[src/rtl/gecko_supervisor_arbiter_pkg.sv]
`default_nettype none
// +------------------------------------------------------------------+
// | gecko_supervisor_arbiter_pkg: shared types for the supervisor    |
// | port arbiter.                              Revision: 1.0         |
// +------------------------------------------------------------------+
package gecko_supervisor_arbiter_pkg;

  localparam int GECKO_SUPERVISOR_MAX_REQ = 8;
  localparam int OWNER_W = $clog2(GECKO_SUPERVISOR_MAX_REQ);
  localparam int DATA_W  = 32;
  localparam int ADDR_W  = 32;
  localparam int WE_W    = 4;

  typedef logic [OWNER_W-1:0] gecko_supervisor_owner_t;

  function automatic int gecko_rr_index(input int base, input int offset, input int n);
    return (base + offset) % n;
  endfunction

endpackage
`default_nettype wire

[src/rtl/gecko_supervisor_arb_tracker.sv]
`default_nettype none
// +------------------------------------------------------------------+
// | gecko_supervisor_arb_tracker: in-order FIFO of request owners.   |
// |                                            Revision: 1.0         |
// +------------------------------------------------------------------+
module gecko_supervisor_arb_tracker
  import gecko_supervisor_arbiter_pkg::*;
#(
  parameter int DEPTH = 4
) (
  input  logic                      clk,
  input  logic                      rst,
  input  logic                      push_i,
  input  logic                      pop_i,
  input  gecko_supervisor_owner_t   data_i,
  output gecko_supervisor_owner_t   data_o,
  output logic                      full_o,
  output logic                      empty_o,
  output logic [$clog2(DEPTH):0]    count_o
);

  localparam int PTR_W = $clog2(DEPTH);

  gecko_supervisor_owner_t mem_q [DEPTH];
  logic [PTR_W-1:0] wr_ptr_q, wr_ptr_d;
  logic [PTR_W-1:0] rd_ptr_q, rd_ptr_d;
  logic [PTR_W:0]   count_q, count_d;

  always_comb begin
    wr_ptr_d = wr_ptr_q;
    rd_ptr_d = rd_ptr_q;
    count_d  = count_q;
    if (push_i) wr_ptr_d = wr_ptr_q + PTR_W'(1);
    if (pop_i)  rd_ptr_d = rd_ptr_q + PTR_W'(1);
    case ({push_i, pop_i})
      2'b10:   count_d = count_q + (PTR_W+1)'(1);
      2'b01:   count_d = count_q - (PTR_W+1)'(1);
      default: count_d = count_q;
    endcase
  end

  always_ff @(posedge clk or negedge rst) begin
    if (!rst) begin
      wr_ptr_q <= '0;
      rd_ptr_q <= '0;
      count_q  <= '0;
    end else begin
      wr_ptr_q <= wr_ptr_d;
      rd_ptr_q <= rd_ptr_d;
      count_q  <= count_d;
    end
  end

  // Storage needs no reset: entries are only read while count is non-zero.
  always_ff @(posedge clk) begin
    if (push_i) mem_q[wr_ptr_q] <= data_i;
  end

  assign data_o  = mem_q[rd_ptr_q];
  assign full_o  = (count_q == (PTR_W+1)'(DEPTH));
  assign empty_o = (count_q == '0);
  assign count_o = count_q;

endmodule
`default_nettype wire

[src/rtl/gecko_supervisor_arbiter.sv]
`default_nettype none
// +------------------------------------------------------------------+
// | gecko_supervisor_arbiter: locked round-robin sharing of the core |
// | supervisor port; GECKO_SUPERVISOR_ARB_FIXED_PRIORITY_EN selects  |
// | fixed lowest-index priority.               Revision: 1.0         |
// +------------------------------------------------------------------+
module gecko_supervisor_arbiter
  import gecko_supervisor_arbiter_pkg::*;
#(
  parameter int NUM_REQ         = 2,
  parameter int MAX_OUTSTANDING = 4
) (
  input  logic                     clk,
  input  logic                     rst,
  input  logic [NUM_REQ-1:0]       req_request_valid_i,
  output logic [NUM_REQ-1:0]       req_request_ready_o,
  input  logic [NUM_REQ-1:0]       req_request_read_enable_i,
  input  logic [NUM_REQ*WE_W-1:0]  req_request_write_enable_i,
  input  logic [NUM_REQ*ADDR_W-1:0] req_request_addr_i,
  input  logic [NUM_REQ*DATA_W-1:0] req_request_data_i,
  output logic [NUM_REQ-1:0]       req_response_valid_o,
  input  logic [NUM_REQ-1:0]       req_response_ready_i,
  output logic [NUM_REQ*DATA_W-1:0] req_response_data_o,
  output logic                     sup_request_valid_o,
  input  logic                     sup_request_ready_i,
  output logic                     sup_request_read_enable_o,
  output logic [WE_W-1:0]          sup_request_write_enable_o,
  output logic [ADDR_W-1:0]        sup_request_addr_o,
  output logic [DATA_W-1:0]        sup_request_data_o,
  input  logic                     sup_response_valid_i,
  output logic                     sup_response_ready_o,
  input  logic [DATA_W-1:0]        sup_response_data_i,
  output logic                     error
);

  localparam int IDX_W = $clog2(NUM_REQ);
  localparam int CNT_W = $clog2(MAX_OUTSTANDING) + 1;

  logic [IDX_W-1:0]        gnt_idx;
  logic                    gnt_found;
  logic                    req_hs;
  logic                    rsp_pop;
  logic                    trk_full;
  logic                    trk_empty;
  logic [CNT_W-1:0]        trk_count;
  gecko_supervisor_owner_t trk_head;

  logic                    lock_valid_q;
  logic [IDX_W-1:0]        lock_idx_q;
  logic                    error_q, error_d;
`ifndef GECKO_SUPERVISOR_ARB_FIXED_PRIORITY_EN
  logic [IDX_W-1:0]        last_q;
`endif

  // Descending scans so the last hit is the highest-priority candidate.
  always_comb begin
    gnt_found = 1'b0;
    gnt_idx   = '0;
    if (lock_valid_q) begin
      gnt_found = req_request_valid_i[lock_idx_q];
      gnt_idx   = lock_idx_q;
    end else begin
`ifdef GECKO_SUPERVISOR_ARB_FIXED_PRIORITY_EN
      for (int i = NUM_REQ - 1; i >= 0; i--) begin
        if (req_request_valid_i[i]) begin
          gnt_found = 1'b1;
          gnt_idx   = IDX_W'(i);
        end
      end
`else
      for (int i = NUM_REQ; i >= 1; i--) begin
        if (req_request_valid_i[gecko_rr_index(int'(last_q), i, NUM_REQ)]) begin
          gnt_found = 1'b1;
          gnt_idx   = IDX_W'(gecko_rr_index(int'(last_q), i, NUM_REQ));
        end
      end
`endif
    end
  end

  always_comb begin
    req_request_ready_o        = '0;
    sup_request_valid_o        = rst && gnt_found && !trk_full;
    sup_request_read_enable_o  = 1'b0;
    sup_request_write_enable_o = '0;
    sup_request_addr_o         = '0;
    sup_request_data_o         = '0;
    for (int i = 0; i < NUM_REQ; i++) begin
      if (int'(gnt_idx) == i) begin
        req_request_ready_o[i]     = rst && gnt_found && sup_request_ready_i && !trk_full;
        sup_request_read_enable_o  = req_request_read_enable_i[i];
        sup_request_write_enable_o = req_request_write_enable_i[i*WE_W +: WE_W];
        sup_request_addr_o         = req_request_addr_i[i*ADDR_W +: ADDR_W];
        sup_request_data_o         = req_request_data_i[i*DATA_W +: DATA_W];
      end
    end
  end

  assign req_hs = sup_request_valid_o && sup_request_ready_i;

  // With nothing in flight the core response is swallowed and flagged.
  always_comb begin
    req_response_valid_o = '0;
    req_response_data_o  = '0;
    sup_response_ready_o = rst;
    if (!trk_empty) begin
      sup_response_ready_o = 1'b0;
      for (int i = 0; i < NUM_REQ; i++) begin
        if (int'(trk_head) == i) begin
          req_response_valid_o[i]              = rst && sup_response_valid_i;
          req_response_data_o[i*DATA_W +: DATA_W] = sup_response_data_i;
          sup_response_ready_o                 = rst && req_response_ready_i[i];
        end
      end
    end
    rsp_pop = !trk_empty && sup_response_valid_i && sup_response_ready_o;
    error_d = error_q || (trk_empty && sup_response_valid_i);
  end

  always_ff @(posedge clk or negedge rst) begin
    if (!rst) begin
      lock_valid_q <= 1'b0;
      lock_idx_q   <= '0;
      error_q      <= 1'b0;
`ifndef GECKO_SUPERVISOR_ARB_FIXED_PRIORITY_EN
      last_q       <= IDX_W'(NUM_REQ - 1);
`endif
    end else begin
      lock_valid_q <= gnt_found && !req_hs;
      lock_idx_q   <= gnt_idx;
      error_q      <= error_d;
`ifndef GECKO_SUPERVISOR_ARB_FIXED_PRIORITY_EN
      if (req_hs) last_q <= gnt_idx;
`endif
    end
  end

  assign error = error_q;

  gecko_supervisor_arb_tracker #(
    .DEPTH (MAX_OUTSTANDING)
  ) u_tracker (
    .clk     (clk),
    .rst     (rst),
    .push_i  (req_hs),
    .pop_i   (rsp_pop),
    .data_i  (OWNER_W'(gnt_idx)),
    .data_o  (trk_head),
    .full_o  (trk_full),
    .empty_o (trk_empty),
    .count_o (trk_count)
  );

endmodule
`default_nettype wire

[config.mk]
export PLATFORM = sky130hd
export DESIGN_NAME = gecko_supervisor_arbiter
export DESIGN_NICKNAME = d
export VERILOG_FILES = /design/src/rtl/gecko_supervisor_arbiter_pkg.sv /design/src/rtl/gecko_supervisor_arb_tracker.sv /design/src/rtl/gecko_supervisor_arbiter.sv
export SDC_FILE = /design/constraint.sdc
export NUM_CORES = 1
export LEC_CHECK = 0
export CAP_MARGIN = 20
export CORE_AREA = 2 2 123 125
export DETAILED_ROUTE_END_ITERATION = 8
export DIE_AREA = 0 0 125 127
export PLACE_DENSITY = 0.55
export SLEW_MARGIN = 20
export SYNTH_ARGS = -nofsm -noshare
export SYNTH_HDL_FRONTEND = slang
export SYNTH_SLANG_ARGS = --single-unit
[constraint.sdc]
create_clock -name clk -period 2.5 [get_ports clk]
set_input_delay 0.25 -clock clk [delete_from_list [all_inputs] [get_ports clk]]
set_output_delay 0.25 -clock clk [all_outputs]
set_load 0.02 [all_outputs]
; ---- Word-level counts from Yosys, hierarchy flattened
; Memories as Yosys holds them, arrays and structs flattened.
; Cells that the tools add are included.
; Widths: inputs -> output; s select.
[op_classes]
n_addsub = 6
magnitude_cmp = 3
n_eq_ne = 4
muxes = 32
bitwise = 2
reduce_logical = 19
[op_table]
columns = operator, count
row1 = $mux 32, 4
row2 = $mux 64, 1
row3 = $mux 1, 24
row4 = $logic_and 1x1->1, 12
row5 = $logic_not 3->1, 2
row6 = $lt 2x3->1 const B, 2
row7 = $pmux 3 s2, 1
row8 = $add 2x1->2 const B, 2
row9 = $mux 4, 1
row10 = $add 3x1->3 const B, 1
row11 = $eq 3x2->1 const B, 1
row12 = $eq 3x3->1 const B, 1
row13 = $logic_not 1->1, 3
row14 = $sub 3x1->3 const B, 1
row15 = $add 1x1->1 const B, 2
row16 = $and 1x1->1 const A, 2
row17 = $eq 2x1->1 const B, 1
row18 = $eq 2x2->1 const B, 1
row19 = $lt 1x2->1 const B, 1
row20 = $mux 2, 1
row21 = $reduce_bool 2->1, 1
row22 = $logic_or 1x1->1, 1
[word_totals]
regBits = 11
ramBits = 4
output_inout_bits = 140
word_cells = 74
n_memories = 1
[mem_list]
columns = name, words, width, read_ports, rd_clocked_by_memory_dff, write_ports, line_no
row1 = u_tracker.mem_q, 4, 1, 1, 0, 1, gecko_supervisor_arb_tracker.sv:24  ; gecko_supervisor_owner_t mem_q [DEPTH];

; ---- Depth between registers and ports, before layout
; Gate-level depths: netlist of the first run.
[logic_depth]
depth_word = 13
depth_mapped = 10
mapped_depth_nobuf = 10

; ---- Modules after synthesis
; Synthesis of the first run repeated with hierarchy kept, for this count alone.
[unflattened]
hier_cells = 266
hier_area_um2 = 2494.9
[by_module_without_submodules]
columns = module, instances, cells_each, area_per_inst_um2
row1 = gecko_supervisor_arbiter, 1, 213, 1661.6
row2 = gecko_supervisor_arb_tracker, 1, 53, 833.3

; ---- Worst setup path before layout of the first run
; Ideal clock, no wire load.
[synth_timing]
kind = reg-to-reg
startpoint = register u_tracker.rd_ptr_q[1]
endpoint = register u_tracker.count_q[2] (netlist: u_tracker.count_o[2])
setup_time_ns = 0.079
arrival_ns = 2.062
required_time_ns = 2.421
setup_slack_ns = 0.359
path_stages_with_launch = 11
n_path_buf = 0
synth_period_minus_slack_ns = 2.141
cell_sequence = dfrtp_1 > mux2i_1 > mux2i_1 > nor2_1 > nor2_1 > ha_1 > inv_1 > fa_1 > xor2_1 > nor2_1 > xor2_1
[synth_via]
elab_chain_cells = 8
elab_cells_between_ends = 11
classes_between = 3 x eq/ne / 4 x mux / 3 x reduce/logical / 1 x memory
[synth_rtl]
columns = element, line_no
row1 = "start, declared", gecko_supervisor_arb_tracker.sv:26  ; logic [PTR_W-1:0] rd_ptr_q, rd_ptr_d;
row2 = "start signal, assigned", gecko_supervisor_arb_tracker.sv:49  ; rd_ptr_q <= rd_ptr_d;
row3 = $mem_v2 4x1 (*), -
row4 = $logic_not 3->1, gecko_supervisor_arbiter.sv:109  ; if (int'(trk_head) == i) begin
row5 = $mux 1, gecko_supervisor_arbiter.sv:109
row6 = $mux 1 (*), gecko_supervisor_arbiter.sv:109
row7 = $mux 1 (*), gecko_supervisor_arbiter.sv:106  ; if (!trk_empty) begin
row8 = $logic_and 1x1->1 (*), gecko_supervisor_arbiter.sv:116  ; rsp_pop = !trk_empty && sup_response_valid_i && sup_response_ready_o;
row9 = named net rsp_pop, gecko_supervisor_arbiter.sv:42  ; logic rsp_pop;
row10 = $eq 2x1->1 / $eq 2x2->1 (equally long branches), gecko_supervisor_arb_tracker.sv:35  ; case ({push_i, pop_i})
row11 = $pmux 3 s2 / $reduce_bool 2->1 (equally long branches), -
row12 = "end signal, assigned", gecko_supervisor_arb_tracker.sv:50  ; count_q <= count_d;
row13 = "end, declared", gecko_supervisor_arb_tracker.sv:27  ; logic [PTR_W:0] count_q, count_d;
; The timed path passes the listed nets; every way through them passes the cells marked *.
; A chain may end at the register's enable or synchronous reset.

; ---- Worst setup path after layout of the first run
[layout_timing]
startpoint = input req_request_valid_i[0]
endpoint = output sup_request_data_o[28]
[layout_via]
elab_chain_cells = 7
elab_cells_between_ends = 10
classes_between = 10 x mux
[layout_rtl]
columns = element, line_no
row1 = "start, declared", gecko_supervisor_arbiter.sv:15  ; input logic [NUM_REQ-1:0] req_request_valid_i,
row2 = $mux 1 (not written as such) (3 in series), gecko_supervisor_arbiter.sv:72  ; if (req_request_valid_i[gecko_rr_index(int'(last_q), i, NUM_REQ)]) begin
row3 = $mux 1, gecko_supervisor_arbiter.sv:72
row4 = $mux 1 (*), gecko_supervisor_arbiter.sv:72
row5 = $mux 1 (*), gecko_supervisor_arbiter.sv:59  ; if (lock_valid_q) begin
row6 = $mux 32 (*), gecko_supervisor_arbiter.sv:89  ; if (int'(gnt_idx) == i) begin
row7 = "end, declared", gecko_supervisor_arbiter.sv:29  ; output logic [DATA_W-1:0] sup_request_data_o,
; Every way passes the cells marked *; elsewhere a longest branch is shown, timed or not. The select of a mux whose other input is x is not followed.

==> results of run 1 <==
==> metrics by stage <==
step                util [%]  setup slack, ns
floorplan                  -            0.359
detailed placement      38.3         -0.00311
CTS                     38.9           0.0355
global route            39.8         -0.00222
global placement        38.3           0.0121
finish                  39.8            0.103
==> cell usage after synthesis <==
| library cell | instances |
|---|---|
| mux2_1 | 7 |
| nor2b_1 | 1 |
| and3_4 | 1 |
| o2bb2ai_2 | 1 |
| fa_1 | 1 |
| nor2_1 | 71 |
| or3b_1 | 1 |
| dfstp_2 | 1 |
| o21a_2 | 1 |
| buf_6 | 4 |
| a21boi_1 | 2 |
| nand3_1 | 1 |
| and2_2 | 5 |
| o21bai_1 | 1 |
| or3_1 | 1 |
| nand2_2 | 1 |
| buf_2 | 6 |
| nand3b_1 | 1 |
| dfrtp_1 | 10 |
| buf_4 | 7 |
| xnor2_1 | 3 |
| xor2_1 | 2 |
| nand2b_1 | 2 |
| nand3_2 | 1 |
| nor3_1 | 1 |
| nand2_1 | 39 |
| inv_1 | 7 |
| mux2_4 | 3 |
| ha_1 | 5 |
| mux2_2 | 62 |
| mux2i_1 | 4 |
| a21oi_1 | 2 |
| edfxtp_1 | 4 |
| nor2_4 | 1 |
| o21ai_2 | 1 |
==> cells by family (layout without fill, tap and decap cells) <==
| kind of cell | after synthesis | after routing | synth area share [%] |
|---|---|---|---|
| flops | 15 | 15 | 18.5 |
| buf+inv | 24 | 339 | 7.18 |
| mux | 76 | 76 | 40.2 |
| compound gates | 8 | 8 | 3.03 |
| simple gates | 127 | 127 | 25.2 |
| xor+xnor | 5 | 5 | 2.04 |
| fa+ha+maj | 6 | 6 | 3.85 |
==> per-layer routing <==
| layer | up-vias | track usage, % | wire, microns | share of wire (%) |
|---|---|---|---|---|
| met5 | - | 0 | 0 | 0 |
| met4 | 0 | 2.22 | 252 | 2.0 |
| li1 | 1497 | - | - | - |
| met2 | 171 | 25.8 | 6320 | 51 |
| met3 | 16 | 5.36 | 1170 | 9.5 |
| met1 | 1350 | 15.7 | 4590 | 37 |
==> worst max-delay path, stage by stage <==
cell	delay [ns]
clkdlybuf4s50_1	0.45
nand2_1	0.08
nand3b_1	0.08
nand2_2	0.12
buf_12	0.24
mux2_2	0.36
clkdlybuf4s50_1	0.55
==> registers in the layout, summed over array words and instances (netlist names) <==
register / cells
u_tracker.count_o: 3
lock_idx_q: 1
last_q: 1
u_tracker.rd_ptr_q: 2
u_tracker.wr_ptr_q: 2
error: 1
lock_valid_q: 1
u_tracker.mem_q: 4
==> worst paths after layout <==
path                                                    from                               end  slack, ns
hold reg to reg                              error$_DFF_PN0_                   error$_DFF_PN0_       0.47
max in group asynchronous                                rst                last_q$_DFFE_PN1P_       1.79
hold / removal                                           rst              lock_idx_q$_DFF_PN0_       0.21
setup / recovery                      req_request_valid_i[0]            sup_request_data_o[28]       0.10
min in group clk                             error$_DFF_PN0_                   error$_DFF_PN0_       0.47
setup reg to reg           u_tracker.rd_ptr_q[1]$_DFFE_PN0P_  u_tracker.count_o[2]$_DFFE_PN0P_       0.16
==> final cells by class <==
class                   count  area [sq um]
fillers                  1409          8690
repair buffers            328          3400
inverters                   7          26.3
clock inverters             1          5.00
multi-input cells         222          1600
flip-flops and latches     15           397
well taps                 184           230
clock buffers               3          75.1
==> power breakdown <==
group / leakage [nW] / switching (mW) / internal (mW) / total, mW
Clock: 0.0409 / 0.104 / 0.214 / 0.318
Sequential: 0.162 / 0.0865 / 0.352 / 0.439
Combinational: 2.45 / 2.06 / 2.04 / 4.09
==> what timing repair did <==
action | 4_1_cts | 5_1_grt
cloned | 0 | 0
pin swaps | 0 | 0
setup buffers | 0 | 1
endpoints found under the setup margin | 20 | 50
endpoints found under the hold margin | 0 | 0
gates resized for setup | 2 | 47
==> results.py, run 1 <==
metrics = {
    "floorplan": {
        "core-area_sq_um": 14400,
        "start_util_pct": 14.9,
        "core.rowCount": 44,
        "die_w_microns": 125,
        "die_y_microns": 127,
        "io_pins": 318,
        "dieArea_sq_um": 15900,
    },
    "setup_path": {
        "crit_fanout": 44,
        "ff2ff_path_depth": 10,
        "path_class": "input pin to primary output",
        "endpoint_kind": "primary output",
        "worst_setup_path_start_kind": "input pin",
        "worst_ep_arrival_time_ns": 2.15,
        "cp.required_ns": 2.25,
    },
    "clocking": {
        "cts_tree": "yes",
        "clock-sinks": 15,
        "cts_hold_buf": 0,
        "clk_pin_slew_ns": 0.05,
        "clock_latency_ns": 0.25,
        "cts_max_level": 1,
        "root_buffer": "clkbuf_16",
        "clock_path_buffers": 2,
        "cts_buffers": 3,
    },
    "route": {
        "drtIter0Drc": 57,
        "routedWlPerCell_microns": 16.2,
        "drt_first_pass_iters": 4,
        "drt_wl_total_mm": 12.3,
        "viasPerCell": 3.99,
        "ant_nets": 0,
        "vias": 3034,
        "drc": 0,
    },
    "global_route": {
        "grt_usage_pct": 14.0,
        "globalRouteOverflowTotal": 0,
        "grt_pass1_vias": 3207,
        "antenna_found_initial": 0,
        "grt_max_degree": 45,
        "grt_first_pass_wirelength_mm": 18.0,
    },
    "power": {
        "leakagePower_nw": 2.66,
        "peakVddDrop_mv": 0.337,
        "power_mw": 4.85,
        "power_density_nw_per_um2": 846,
    },
    "run": {
        "cap_violations": 0,
    },
    "synthesis": {
        "synthCells": 261,
        "ys_seq_area_share_pct": 18.5,
        "synth_cell_types": 35,
        "syn_area_per_cell_sq_um": 8.22,
        "yosysTopAreaCell": "mux2_2",
        "ys_seq_elements": 15,
        "syn_nets": 445,
        "synth_top_area_share_pct": 32.6,
        "syn_area_sq_um": 2140,
        "ys_warn_count": 0,
        "ys_top_cells_by_area": "mux2_2, nor2_1, dfrtp_1, nand2_1, edfxtp_1",
    },
    "sta": {
        "fin_crit_ns": 2.40,
        "fin_crit_sh_pct": 95.9,
        "finalSetupViolations": 0,
        "finalMaxSlewViolations": 0,
        "fin_hold_ws_ns": 0.210,
        "tightest_slew_ns": 0.372,
        "hold_violations": 0,
        "max_freq_mhz": 417,
        "maxSlewHeadroom_pct": 75.2,
        "fin_skew_ns": 0.00241,
        "final.setup.tns_ns": 0,
    },
    "placed_design": {
        "gp_congestion": 0.869,
        "hpwlAfterDp_mm": 10.5,
        "io_buffers": 317,
        "dpl.cell_count": 755,
        "post_dp_cell_area_sq_um": 5520,
    },
    "outcome": {
        "outcome": "finished clean",
    },
    "finish": {
        "final_common_cell": "clkdlybuf4s50_1",
        "final_nets": 761,
        "final_area_sq_um": 5730,
        "n_antenna_cell": 0,
        "area.growth.synth_to_final_pct": 167,
        "drive_above_1_share_pct": 16.5,
        "layout_common_cells": "clkdlybuf4s50_1, nor2_1, mux2_2",
        "final_cells": 760,
    },
    "worst_hold_path": {
        "hold_path_class": "input pin to asynchronous set/reset pin",
    },
}
No activity file was read; power rests on OpenSTA's default activity.
==> run 2, diff against run 1 <==
- CORE_AREA: 2 2 123 125 -> 2 2 124 126
- DIE_AREA: 0 0 125 127 -> 0 0 126 128
- PLACE_DENSITY: 0.55 -> 0.57
- SYNTH_HIERARCHICAL: unset -> 1
==> results.py, run 2 <==
metrics = {
    "synthesis": {
        "synth_most_common_cell": "mux2_2",
        "synth_top_flop_cell": "edfxtp_1",
        "syn_area_per_cell_sq_um": 9.38,
        "synthCells": 266,
        "yosysTopAreaCell": "mux2_2",
        "synth_top_family_by_area": "multiplexers",
        "synth_edf_count": 12,
        "ys_async_sr_fraction_pct": 47.8,
        "ys_top_cells_by_area": "mux2_2, edfxtp_1, nor2_1, dfrtp_1, nand2b_1",
        "ys_seq_elements": 23,
        "ys_warn_count": 6,
        "ys_seq_area_share_pct": 25.5,
        "synthMuxAreaShare_pct": 34.7,
        "synth_top_area_share_pct": 31.6,
        "synthAdderAreaFrac_pct": 3.31,
        "ys_top_cells_by_count": "mux2_2, nor2_1, nand2b_1, edfxtp_1, dfrtp_1",
        "synth_xor_area_share_pct": 2.11,
        "synth_cell_types": 35,
        "syn_area_sq_um": 2490,
        "synth-compound-area-share_pct": 2.86,
        "synthSimpleGateAreaFrac_pct": 23.5,
    },
    "clocking": {
        "cts_tree": "yes",
        "cts_buffers": 3,
        "clk_pin_slew_ns": 0.06,
        "root_buffer": "clkbuf_16",
        "clock_path_buffers": 2,
        "clock-sinks": 23,
        "cts_hold_buf": 0,
        "clock_latency_ns": 0.25,
        "cts_max_level": 1,
    },
    "sta": {
        "rsz0062_at_grt": "yes",
        "finalMaxSlewViolations": 0,
        "fin_crit_sh_pct": 101,
        "setup_ws_ns": -0.0204,
        "fin_skew_ns": 0.00278,
        "fin_hold_ws_ns": 0.447,
        "max_freq_mhz": 397,
        "hold_violations": 0,
        "finalSetupViolations": 1,
        "fin_crit_ns": 2.52,
    },
    "setup_path": {
        "crit_family": "multiplexers",
        "path_class": "register to register",
        "crit_path_cell_trace": "mux4_2 -> buf_6 -> mux2i_2 -> nor4_2 -> buf_4 -> ha_4 -> inv_1 -> fa_2 -> xor2_1 -> nor2_1 -> xor2_1",
        "cpPeakStageDelay_ns": 0.53,
        "cp.required_ns": 2.67,
        "crit_buf_inv": 3,
        "r2r_setup_slack_ns": -0.02,
        "crit_fanout": 4,
        "worst_setup_path_start_kind": "register",
        "cp_common_cell": "xor2_1",
        "cp_slowest_cell": "mux4_2",
        "endpoint_kind": "register",
        "worst_ep_arrival_time_ns": 2.70,
    },
    "outcome": {
        "violations": "setup timing",
        "outcome": "complete, but fails checks",
    },
    "finish": {
        "fillerInstances": 1539,
        "largest_register_ffs": 12,
        "top_register": "u_tracker/mem_q",
        "layout_common_cells": "clkdlybuf4s50_1, mux2_2, nor2_1",
        "multi_input_area_sq_um": 1730,
        "area.growth.synth_to_final_pct": 134,
        "final_common_cell": "clkdlybuf4s50_1",
        "finish.utilization_pct": 39.2,
        "final_nets": 785,
        "n_antenna_cell": 0,
        "regArea_sq_um": 638,
        "final_area_sq_um": 5830,
        "drive_above_1_share_pct": 32.7,
    },
    "global_route": {
        "grt_usage_pct": 17.3,
        "antenna_found_initial": 0,
        "grt_first_pass_wirelength_mm": 20.8,
        "grt_max_degree": 34,
        "grt_pass1_vias": 3278,
        "globalRouteOverflowTotal": 0,
    },
    "power": {
        "power_density_nw_per_um2": 741,
        "leakagePower_nw": 2.64,
        "p_seq_share_pct": 13.7,
        "peakVddDrop_mv": 0.316,
        "power_mw": 4.32,
        "switchingPower_mw": 1.98,
        "power.internal_mw": 2.34,
        "power.share.combinational_pct": 78.5,
        "switching_share_pct": 45.9,
        "clkPwrFrac_pct": 7.8,
    },
    "route": {
        "drc": 0,
        "routedWlPerCell_microns": 18.9,
        "viasPerCell": 4.07,
        "drt_first_pass_iters": 4,
        "maxUsedRoutingLayer": "met4",
        "ant_nets": 0,
        "vias": 3208,
        "wl_met3_mm": 1.28,
        "met2WireLength_mm": 8.22,
        "drtIter0Drc": 70,
        "drt_wl_total_mm": 14.9,
        "met1_length_mm": 5.27,
    },
    "floorplan": {
        "start_util_pct": 16.8,
        "die_y_microns": 128,
        "die_w_microns": 126,
        "dieArea_sq_um": 16100,
        "core.rowCount": 45,
        "core-area_sq_um": 14900,
        "io_pins": 318,
    },
    "placed_design": {
        "hpwlAfterDp_mm": 13.2,
        "io_buffers": 317,
        "gp_congestion": 0.871,
        "post_dp_cell_area_sq_um": 5930,
    },
    "worst_hold_path": {
        "hold_path_class": "input pin to asynchronous set/reset pin",
    },
    "run": {
        "cap_violations": 0,
    },
}
[run 2: cell count changes after synthesis, moves of 7 or more]
| cell | change |
|---|---|
| mux2_1 | -7 |
| mux2_2 | +8 |
| edfxtp_1 | +8 |
| nand2_1 | -34 |
| buf_4 | -7 |
| nand2b_1 | +30 |
[run 2: timing repair]
action                     4_1_cts  5_1_grt
gates cloned                     1        0
gates resized for setup        219      111
pin swaps                        0        1
buffers inserted                 1        2
setup endpoints to repair      120       82
[run 2: layout make-up]
class,count,area share [%]
timing repair buffer,341,53.5
tap,188,4.03
inverter,8,0.515
sequential,23,10.9
multi-input combinational,224,29.7
clock buffer,4,1.35
[run 2: cell families (layout without fill, tap and decap cells)]
kind of cell    after synthesis  in the layout
mux                          74             74
xor+xnor                      6              6
buf+inv                      26            353
compound gates                8              8
other cells                   1              8
flops                        23             23
fa+ha+maj                     6              6
simple gates                122            122
[run 2: power by group through the flow]
stage                     Clock [mW]  Sequential, mW  Combinational (mW)
final                          0.337           0.594                3.39
after floorplan                    0           0.565                2.01
after detailed placement           0           0.602                3.58
after global placement             0           0.592                3.55
after CTS                      0.347           0.597                3.37
after global routing           0.360           0.613                3.61
[run 2: stage by stage]
stage | std cells | worst slack [ns] | TNS [ns]
final | 788 | -0.0204 | -0.0204
after global routing | 788 | -0.156 | -0.651
after CTS | 786 | -0.133 | -0.326
after detailed placement | 780 | -0.200 | -7.92
after global placement | 780 | -0.134 | -5.28
after floorplan | 273 | 0.0331 | 0
[run 2: worst reg2reg max path: stages, from the launching register on]
cell and delay (ns):
dfrtp_2 0.42, mux4_2 0.53, buf_6 0.14, mux2i_2 0.15
nor4_2 0.13, buf_4 0.17, ha_4 0.12, inv_1 0.05
fa_2 0.33, xor2_1 0.15, nor2_1 0.11, xor2_1 0.16
[run 2: worst paths after layout]
path	from	to	cells after the start
min	rst	u_tracker/count_o[0]$_DFFE_PN0P_	3
max in group asynchronous	rst	last_q$_DFFE_PN1P_	3
min in group clk	error$_DFF_PN0_	error$_DFF_PN0_	1
min reg2reg	error$_DFF_PN0_	error$_DFF_PN0_	1
max reg2reg	u_tracker/rd_ptr_q[0]$_DFFE_PN0P_	u_tracker/count_o[2]$_DFFE_PN0P_	11
max	u_tracker/rd_ptr_q[0]$_DFFE_PN0P_	u_tracker/count_o[2]$_DFFE_PN0P_	11
[run 2: routing by layer]
layer | vias up | track usage (%)
li1 | 1550 | -
met1 | 1460 | 18.6
met2 | 192 | 34.3
met3 | 6 | 4.97
met4 | 0 | 2.20
met5 | - | 0
